`config.mk`:
```
export PLATFORM = sky130hd
export DESIGN_NAME = uart_tx_arbiter
export DESIGN_NICKNAME = d
export VERILOG_FILES = /design/src/rtl/uart_tx_arbiter.sv
export SDC_FILE = /design/constraint.sdc
export NUM_CORES = 1
export LEC_CHECK = 0
export ABC_AREA = 1
export BUFFER_PORTS_ARGS = -buffer_cell sky130_fd_sc_hd__buf_2
export CAP_MARGIN = 20
export CELL_PAD_IN_SITES_DETAIL_PLACEMENT = 1
export CELL_PAD_IN_SITES_GLOBAL_PLACEMENT = 2
export CORE_MARGIN = 5
export CORE_UTILIZATION = 27
export CTS_CLUSTER_SIZE = 30
export DETAILED_ROUTE_END_ITERATION = 6
export GPL_TIMING_DRIVEN = 0
export PLACE_DENSITY_LB_ADDON = 0.05
export RECOVER_POWER = 50
export SYNTH_ARGS = -nofsm -noshare
export SYNTH_HDL_FRONTEND = slang
export SYNTH_SLANG_ARGS = --single-unit
export TNS_END_PERCENT = 20
```
`constraint.sdc`:
```
create_clock -name clk -period 1.9 [get_ports clk]
set_input_delay 0.38 -clock clk [delete_from_list [all_inputs] [get_ports clk]]
set_output_delay 0.38 -clock clk [all_outputs]
set_load 0.01 [all_outputs]
```
`src/rtl/uart_tx_arbiter.sv`:
```
// Round-robin, packet-granular arbiter sharing one UartTxEn between NREQ byte streams.
// Optional macro UART_TX_ARB_PRIORITY_EN makes requester 0 high priority at grant boundaries.
module uart_tx_arbiter #(
    parameter int NREQ      = 4,
    parameter int MAX_BURST = 16
) (
    input  logic                    clk,
    input  logic                    nReset,
    input  logic [NREQ-1:0]         req_valid,
    input  logic [8*NREQ-1:0]       req_data,
    input  logic [NREQ-1:0]         req_last,
    output logic [NREQ-1:0]         req_ready,
    input  logic                    use_flow_control,
    input  logic                    cts,
    input  logic                    tx_busy,
    input  logic                    tx_done,
    output logic [7:0]              tx_data,
    output logic                    tx_valid,
    output logic [$clog2(NREQ)-1:0] grant_id,
    output logic                    active
);

    localparam int GW = $clog2(NREQ);

    typedef enum logic [1:0] {
        ST_IDLE   = 2'd0,
        ST_LAUNCH = 2'd1,
        ST_WAIT   = 2'd2
    } state_t;

    state_t          state_r;
    logic [NREQ-1:0] req_ready_r;
    logic            tx_valid_r;
    logic [7:0]      tx_data_r;
    logic [GW-1:0]   grant_id_r;
    logic            active_r;
    logic [GW-1:0]   rr_ptr_r;
    logic [7:0]      burst_cnt_r;
    logic            last_q_r;

    logic [GW-1:0]   winner_s;
    logic            any_s;
    logic [GW-1:0]   cand_s;
    logic            hit_s;
    logic [7:0]      lane_s;
    logic            cts_ok_s;

    // Pointer handed to the next arbitration after a grant is released.
    function automatic logic [GW-1:0] next_ptr(input logic [GW-1:0] g);
        logic [GW-1:0] n;
        if (int'(g) == NREQ - 1) begin
            n = {GW{1'b0}};
        end else begin
            n = g + {{(GW-1){1'b0}}, 1'b1};
        end
`ifdef UART_TX_ARB_PRIORITY_EN
        // Requester 0 never takes part in the rotation, so the pointer skips it.
        n = (n == {GW{1'b0}}) ? {{(GW-1){1'b0}}, 1'b1} : n;
`endif
        return n;
    endfunction

    // Winner selection: first valid requester scanning upward from rr_ptr_r.
    always_comb begin
        winner_s = {GW{1'b0}};
        any_s    = 1'b0;
        cand_s   = {GW{1'b0}};
        hit_s    = 1'b0;
        for (int k = 0; k < NREQ; k++) begin
            cand_s = GW'((int'(rr_ptr_r) + k) % NREQ);
            hit_s  = req_valid[cand_s] & ~any_s;
`ifdef UART_TX_ARB_PRIORITY_EN
            hit_s  = hit_s & (cand_s != {GW{1'b0}});
`endif
            winner_s = hit_s ? cand_s : winner_s;
            any_s    = any_s | hit_s;
        end
`ifdef UART_TX_ARB_PRIORITY_EN
        winner_s = req_valid[0] ? {GW{1'b0}} : winner_s;
        any_s    = any_s | req_valid[0];
`endif
    end

    // Granted lane byte and the launch permission from flow control.
    always_comb begin
        lane_s   = req_data[{grant_id_r, 3'b000} +: 8];
        cts_ok_s = cts | ~use_flow_control;
    end

    // Arbitration / byte sequencing FSM with all outputs registered.
    always_ff @(posedge clk or negedge nReset) begin
        if (!nReset) begin
            state_r     <= ST_IDLE;
            req_ready_r <= {NREQ{1'b0}};
            tx_valid_r  <= 1'b0;
            tx_data_r   <= 8'h00;
            grant_id_r  <= {GW{1'b0}};
            active_r    <= 1'b0;
            rr_ptr_r    <= {GW{1'b0}};
            burst_cnt_r <= 8'd0;
            last_q_r    <= 1'b0;
        end else begin
            tx_valid_r  <= 1'b0;
            req_ready_r <= {NREQ{1'b0}};
            case (state_r)
                ST_IDLE: begin
                    if (any_s) begin
                        grant_id_r  <= winner_s;
                        active_r    <= 1'b1;
                        burst_cnt_r <= 8'd0;
                        state_r     <= ST_LAUNCH;
                    end else begin
                        state_r <= ST_IDLE;
                    end
                end
                ST_LAUNCH: begin
                    if (!req_valid[grant_id_r]) begin
                        // A stalled requester forfeits the rest of its packet slot.
                        active_r <= 1'b0;
                        rr_ptr_r <= next_ptr(grant_id_r);
                        state_r  <= ST_IDLE;
                    end else if (cts_ok_s && !tx_busy) begin
                        tx_valid_r  <= 1'b1;
                        tx_data_r   <= lane_s;
                        req_ready_r <= {{(NREQ-1){1'b0}}, 1'b1} << grant_id_r;
                        last_q_r    <= req_last[grant_id_r];
                        burst_cnt_r <= burst_cnt_r + 8'd1;
                        state_r     <= ST_WAIT;
                    end else begin
                        state_r <= ST_LAUNCH;
                    end
                end
                ST_WAIT: begin
                    if (tx_done) begin
                        if (last_q_r || (burst_cnt_r == 8'(MAX_BURST))) begin
                            active_r <= 1'b0;
                            rr_ptr_r <= next_ptr(grant_id_r);
                            state_r  <= ST_IDLE;
                        end else begin
                            state_r <= ST_LAUNCH;
                        end
                    end else begin
                        state_r <= ST_WAIT;
                    end
                end
                default: begin
                    active_r <= 1'b0;
                    state_r  <= ST_IDLE;
                end
            endcase
        end
    end

    assign req_ready = req_ready_r;
    assign tx_valid  = tx_valid_r;
    assign tx_data   = tx_data_r;
    assign grant_id  = grant_id_r;
    assign active    = active_r;

endmodule

```
==> impl_metrics.toml, run 1 <==
[run_status]
outcome = "complete, no violations"

[power]
combPwrFrac_pct = 57.0
leakage_nw = 1.35
pwr_density_cell_mw_per_mm2 = 1510
seqPwrFrac_pct = 25.7
p_int_mw = 2.01
p_clk_share_pct = 17.4
p_sw_mw = 1.86
ir_drop_v = 0.000442
swShare_pct = 48.0

[place]
dp_hpwl_mm = 4.74
dp.cells = 448
place_congestion = 0.734
portBuffers = 61

[worst_setup_path]
required_ns = 2.07
path_max_fanout = 5
worst-r2r-cell-count = 9
end_kind = "flip-flop"
crit_type = "flip-flop to flip-flop"
startpoint_type = "flip-flop"
worstReg2RegStart = "burst_cnt_r[0]$_DFFE_PN0P_"
arrival_ns = 1.88
setup.worst_path.start = "burst_cnt_r[0]$_DFFE_PN0P_"

[floorplan]
rows = 31
start_util_pct = 27.8
die_w_um = 96.6
io_pins = 62
core_mm2 = 0.00729
die_h_um = 96.6
dieArea_mm2 = 0.00933

[clocking]
clock_latency_ns = 0.28
cts_resized = 0
cts.sinks = 29
cts_hold_buffers = 0
htreeDepth = 2
clockBufferDepth = 2
clockRootBuffer = "clkbuf_8"
clk_pin_slew_ns = 0.07
cts_made_buffers = 5
postCtsSetupRepairBufs = 0
cts_tree = "done"

[drt]
drc = 0
routedWlPerCell_um = 13.4
num_vias = 2094
drt_iter0_drc = 46
drt-vias-per-instance = 4.59
drtAntennaViolNets = 0
routed_wl_mm = 6.12
firstDrtPassIters = 4

[finish]
final_common_cell = "nand2_1"
mostFrequentLayoutCells = "nand2_1, buf_2, nor2_1"
area_delta_synth_final_pct = 26.8
final_layout_size_suffix_gt1_share_pct = 26.3
final_cell_count_no_fill = 456
diodes = 0
fin_nets = 408
fill_cells = 978

[logic_synthesis]
synth_area_per_cell_um2 = 7.03
ys_seq_area_share_pct = 35.8
yosys_warnings = 0
syn_inst = 288
synth_area_mm2 = 0.00202
yosysUniqueCellTypes = 31
synth_seq_cells = 29
synth_nets = 340

[sta]
rsz0062_at_grt = "no"
finClkSkew_ns = 0.0107
finalCriticalPeriod_ns = 1.71
final-setup-viol-count = 0
worst_pin_slew_ns = 0.788
finalCritPeriodShare_pct = 90.0
slew_violations = 0
hold_viol_final = 0
slew_headroom_pct = 47.5
fmax_mhz = 585
finalSetupTns_ns = 0

[run]
drv_cap = 0

[min_path]
min_path_type = "input pin to asynchronous set/reset pin"

[global_route]
antenna_found_initial = 1
grt_first_pass_wirelength_mm = 10.6
met2_usage_pct = 23.3
grt_use_total_pct = 14.6
grt_pass1_vias = 2218
grt.met3_usage_pct = 4.49
grt_overflow = 0
gr-max-usage-layer = "met2"
grt_use_met1_pct = 18.9
grt_max_degree = 30
-- final timing paths --
check / to / slack (ns)
max: rr_ptr_r[0]$_DFFE_PN0P_ / 0.19
min: tx_data[2]$_DFFE_PN0P_ / 0.18
max reg2reg: rr_ptr_r[0]$_DFFE_PN0P_ / 0.19
min reg2reg: active$_DFFE_PN0P_ / 0.48
max in group asynchronous: burst_cnt_r[1]$_DFFE_PN0P_ / 1.23
min in group clk: state_r[1]$_DFF_PN0_ / 0.31
-- cell usage after synthesis, drive strengths merged --
library cell | count | area (µm²)
nand2 | 106 | 433
nor2 | 37 | 155
dfrtp | 29 | 726
inv | 26 | 97.6
o21ai | 25 | 129
nand3 | 24 | 173
o22ai | 9 | 56.3
buf | 7 | 55.1
ha | 6 | 75.1
a21oi | 4 | 20.0
nand4 | 3 | 18.8
clkbuf | 2 | 7.51
nor3b | 2 | 15.0
xor2 | 2 | 17.5
a21boi | 1 | 7.51
clkinv | 1 | 3.75
nor3 | 1 | 5.00
o211ai | 1 | 7.51
o21bai | 1 | 7.51
o221ai | 1 | 15.0
-- power by group through the flow --
stage	clock network [mW]	registers [mW]	logic [mW]
after floorplan	0	1.03	1.57
after global placement	0	0.998	2.26
after detailed placement	0	1.00	2.26
after CTS	0.702	0.998	2.27
after global routing	0.734	1.02	2.51
final	0.672	0.993	2.20
-- critical path, cell delays in order (launching register included) --
cell and delay [ns]:
dfrtp_1 0.43, inv_1 0.08, ha_1 0.14, nand3_1 0.08, o21ai_0 0.28, nand2_1 0.09, nor2_1 0.25, nand2_1 0.12
nand2_1 0.08, nand2_1 0.05
-- layer usage --
metal / wire length, µm / up-vias
li1: - / 1063
met1: 2930 / 964
met2: 2700 / 55
met3: 392 / 10
met4: 91 / 2
met5: 7 / -
-- final cells by class --
cell class / instances / area (µm²) / share of cell area [%]
multi-input cells: 223 / 1140 / 44.4
flip-flops and latches: 29 / 726 / 28.3
repair buffers: 61 / 295 / 11.5
well taps: 99 / 124 / 4.83
inverters: 27 / 101 / 3.95
clock buffers: 7 / 86.3 / 3.36
plain buffers: 9 / 63.8 / 2.49
clock inverters: 1 / 30.0 / 1.17
-- registers in the layout (all words and copies together) (netlist names) --
name	flops
active	1
burst_cnt_r	8
grant_id	2
last_q_r	1
req_ready	4
rr_ptr_r	2
state_r	2
tx_data	8
tx_valid	1
-- cell families (layout without fill, tap and decap cells) --
group                      Yosys count  in the layout  synth area share (%)
and+or+nand+nor                    173            173                  39.5
adders and majority gates            6              6                  3.71
DFF                                 29             29                  35.8
buffers and inverters               36            105                  8.10
xor gates and xnor gates             2              2                 0.865
AOI/OAI and AO/OA                   42             42                  12.0
-- through the flow --
step                      setup slack (ns)  power, mW  hold WS, ns  cell area (µm²)  utilization (%)
after global placement              0.0620       3.25        0.456             2450             33.6
after detailed placement            0.0994       3.26        0.461             2450             33.6
final                                0.189       3.87        0.175             2570             35.2
after global routing                0.0330       4.27        0.248             2570             35.2
after floorplan                      0.450       2.59       0.0844             2020                -
after CTS                           0.0564       3.97        0.165             2570             35.2
Note: power is estimated with default switching activity, not from simulation.
==> run 2, diff against run 1 <==
--- a/config.mk
+++ b/config.mk
@@ -15,6 +15,7 @@
 export CTS_CLUSTER_SIZE = 30
 export DETAILED_ROUTE_END_ITERATION = 6
 export GPL_TIMING_DRIVEN = 0
+export MAX_ROUTING_LAYER = met4
 export PLACE_DENSITY_LB_ADDON = 0.05
 export RECOVER_POWER = 50
 export SYNTH_ARGS = -nofsm -noshare
==> constraint.sdc (replaced) <==
create_clock -name clk -period 1.86 [get_ports clk]
set_input_delay 0.372 -clock clk [delete_from_list [all_inputs] [get_ports clk]]
set_output_delay 0.372 -clock clk [all_outputs]
set_load 0.01 [all_outputs]
==> impl_metrics.toml, run 2 (synthesis gave the netlist of run 1 again) <==
[place]
dp.cells = 448
dp_hpwl_mm = 4.74
place_congestion = 0.743
portBuffers = 61

[sta]
worst_pin_slew_ns = 0.798
slew_headroom_pct = 46.8
finalCritPeriodShare_pct = 90.9
slew_violations = 0
finalSetupTns_ns = 0
fmax_mhz = 591
finalCriticalPeriod_ns = 1.69
hold_viol_final = 0
finClkSkew_ns = 0.0107
final-setup-viol-count = 0
rsz0062_at_grt = "no"

[worst_setup_path]
path_common_cell = "nand2_1"
required_ns = 2.03
crit_type = "flip-flop to flip-flop"
path_delay_family = "simple AND/OR/NAND/NOR gates"
worstReg2RegStart = "burst_cnt_r[0]$_DFFE_PN0P_"
max_stage_delay_ns = 0.43
critical_path.cell_chain = "inv_1 > ha_1 > nand3_1 > o21ai_0 > nand2_1 > nor2_1 > nand2_1 > nand2_1 > nand2_1"
path_max_fanout = 5
startpoint_type = "flip-flop"
slowest_stage = "dfrtp_1"
end_kind = "flip-flop"
setup.worst_path.start = "burst_cnt_r[0]$_DFFE_PN0P_"
arrival_ns = 1.86
path_buf_inv = 1

[global_route]
grt_max_degree = 30
grt_pass1_vias = 2221
antenna_found_initial = 1
grt_use_total_pct = 15.1
grt_overflow = 0
grt_first_pass_wirelength_mm = 10.6

[power]
pwr_density_cell_mw_per_mm2 = 1530
p_clk_share_pct = 17.4
leakage_nw = 1.34
seqPwrFrac_pct = 25.8
ir_drop_v = 0.000452
p_sw_mw = 1.89
combPwrFrac_pct = 56.8
p_int_mw = 2.05
swShare_pct = 47.9

[run]
drv_cap = 0

[clocking]
cts_tree = "done"
clock_latency_ns = 0.28
htreeDepth = 2
cts_resized = 0
cts_hold_buffers = 0
clk_pin_slew_ns = 0.07
clockBufferDepth = 2
postCtsSetupRepairBufs = 0
cts.sinks = 29
cts_made_buffers = 5
clockRootBuffer = "clkbuf_8"

[drt]
routedWlPerCell_um = 13.3
routed_wl_mm = 6.07
firstDrtPassIters = 4
drtAntennaViolNets = 0
drc = 0
drt-vias-per-instance = 4.57
drt_iter0_drc = 61
num_vias = 2085

[finish]
final_common_cell = "nand2_1"
final_cell_count_no_fill = 456
mostFrequentLayoutCells = "nand2_1, buf_2, nor2_1"
area_delta_synth_final_pct = 26.8
fin_nets = 407
final_layout_size_suffix_gt1_share_pct = 26.1

[run_status]
outcome = "complete, no violations"

[floorplan]
rows = 31
core_mm2 = 0.00729
io_pins = 62
start_util_pct = 27.8
dieArea_mm2 = 0.00933
die_h_um = 96.6
die_w_um = 96.6

[min_path]
min_path_type = "input pin to asynchronous set/reset pin"
## run 2: layout make-up
type                    instances  area (µm²)
well taps                      99         124
flip-flops and latches         29         726
clock buffers                   7        86.3
diodes                          1        2.50
repair buffers                 61         295
multi-input cells             223        1140
fillers                       979        4730
plain buffers                   8        61.3
clock inverters                 1        30.0
inverters                      27         101
## run 2: power groups by stage
stage | clock network, mW | registers, mW | logic, mW
6_report | 0.684 | 1.02 | 2.24
5_1_grt | 0.748 | 1.05 | 2.56
4_1_cts | 0.717 | 1.02 | 2.31
3_5_place_dp | 0 | 1.03 | 2.31
3_3_place_gp | 0 | 1.02 | 2.30
2_1_floorplan | 0 | 1.05 | 1.60
## run 2: final timing paths
check / endpoint / slack (ns) / depth (start not counted)
setup reg to reg: rr_ptr_r[0]$_DFFE_PN0P_ / 0.17 / 9
setup / recovery: rr_ptr_r[0]$_DFFE_PN0P_ / 0.17 / 9
hold reg to reg: active$_DFFE_PN0P_ / 0.48 / 2
hold / removal: state_r[1]$_DFF_PN0_ / 0.17 / 1
max in group asynchronous: burst_cnt_r[1]$_DFFE_PN0P_ / 1.18 / 1
min in group clk: state_r[1]$_DFF_PN0_ / 0.30 / 2
## run 2: per-stage QoR
stage | worst slack [ns] | area (µm²) | total power, mW | hold slack [ns] | util [%]
2_1_floorplan | 0.410 | 2020 | 2.65 | 0.0764 | -
3_3_place_gp | 0.0220 | 2450 | 3.32 | 0.456 | 33.6
3_5_place_dp | 0.0594 | 2450 | 3.33 | 0.461 | 33.6
4_1_cts | 0.0164 | 2570 | 4.05 | 0.157 | 35.2
5_1_grt | 0.0577 | 2570 | 4.36 | 0.239 | 35.2
6_report | 0.169 | 2570 | 3.94 | 0.168 | 35.2
## run 2: layer usage
metal	global-route usage (%)	up-vias	routed length, µm
met5	-	-	0
met4	4.79	0	89
met3	3.10	6	282
met2	23.3	55	2650
met1	19.8	960	3040
li1	-	1064	-
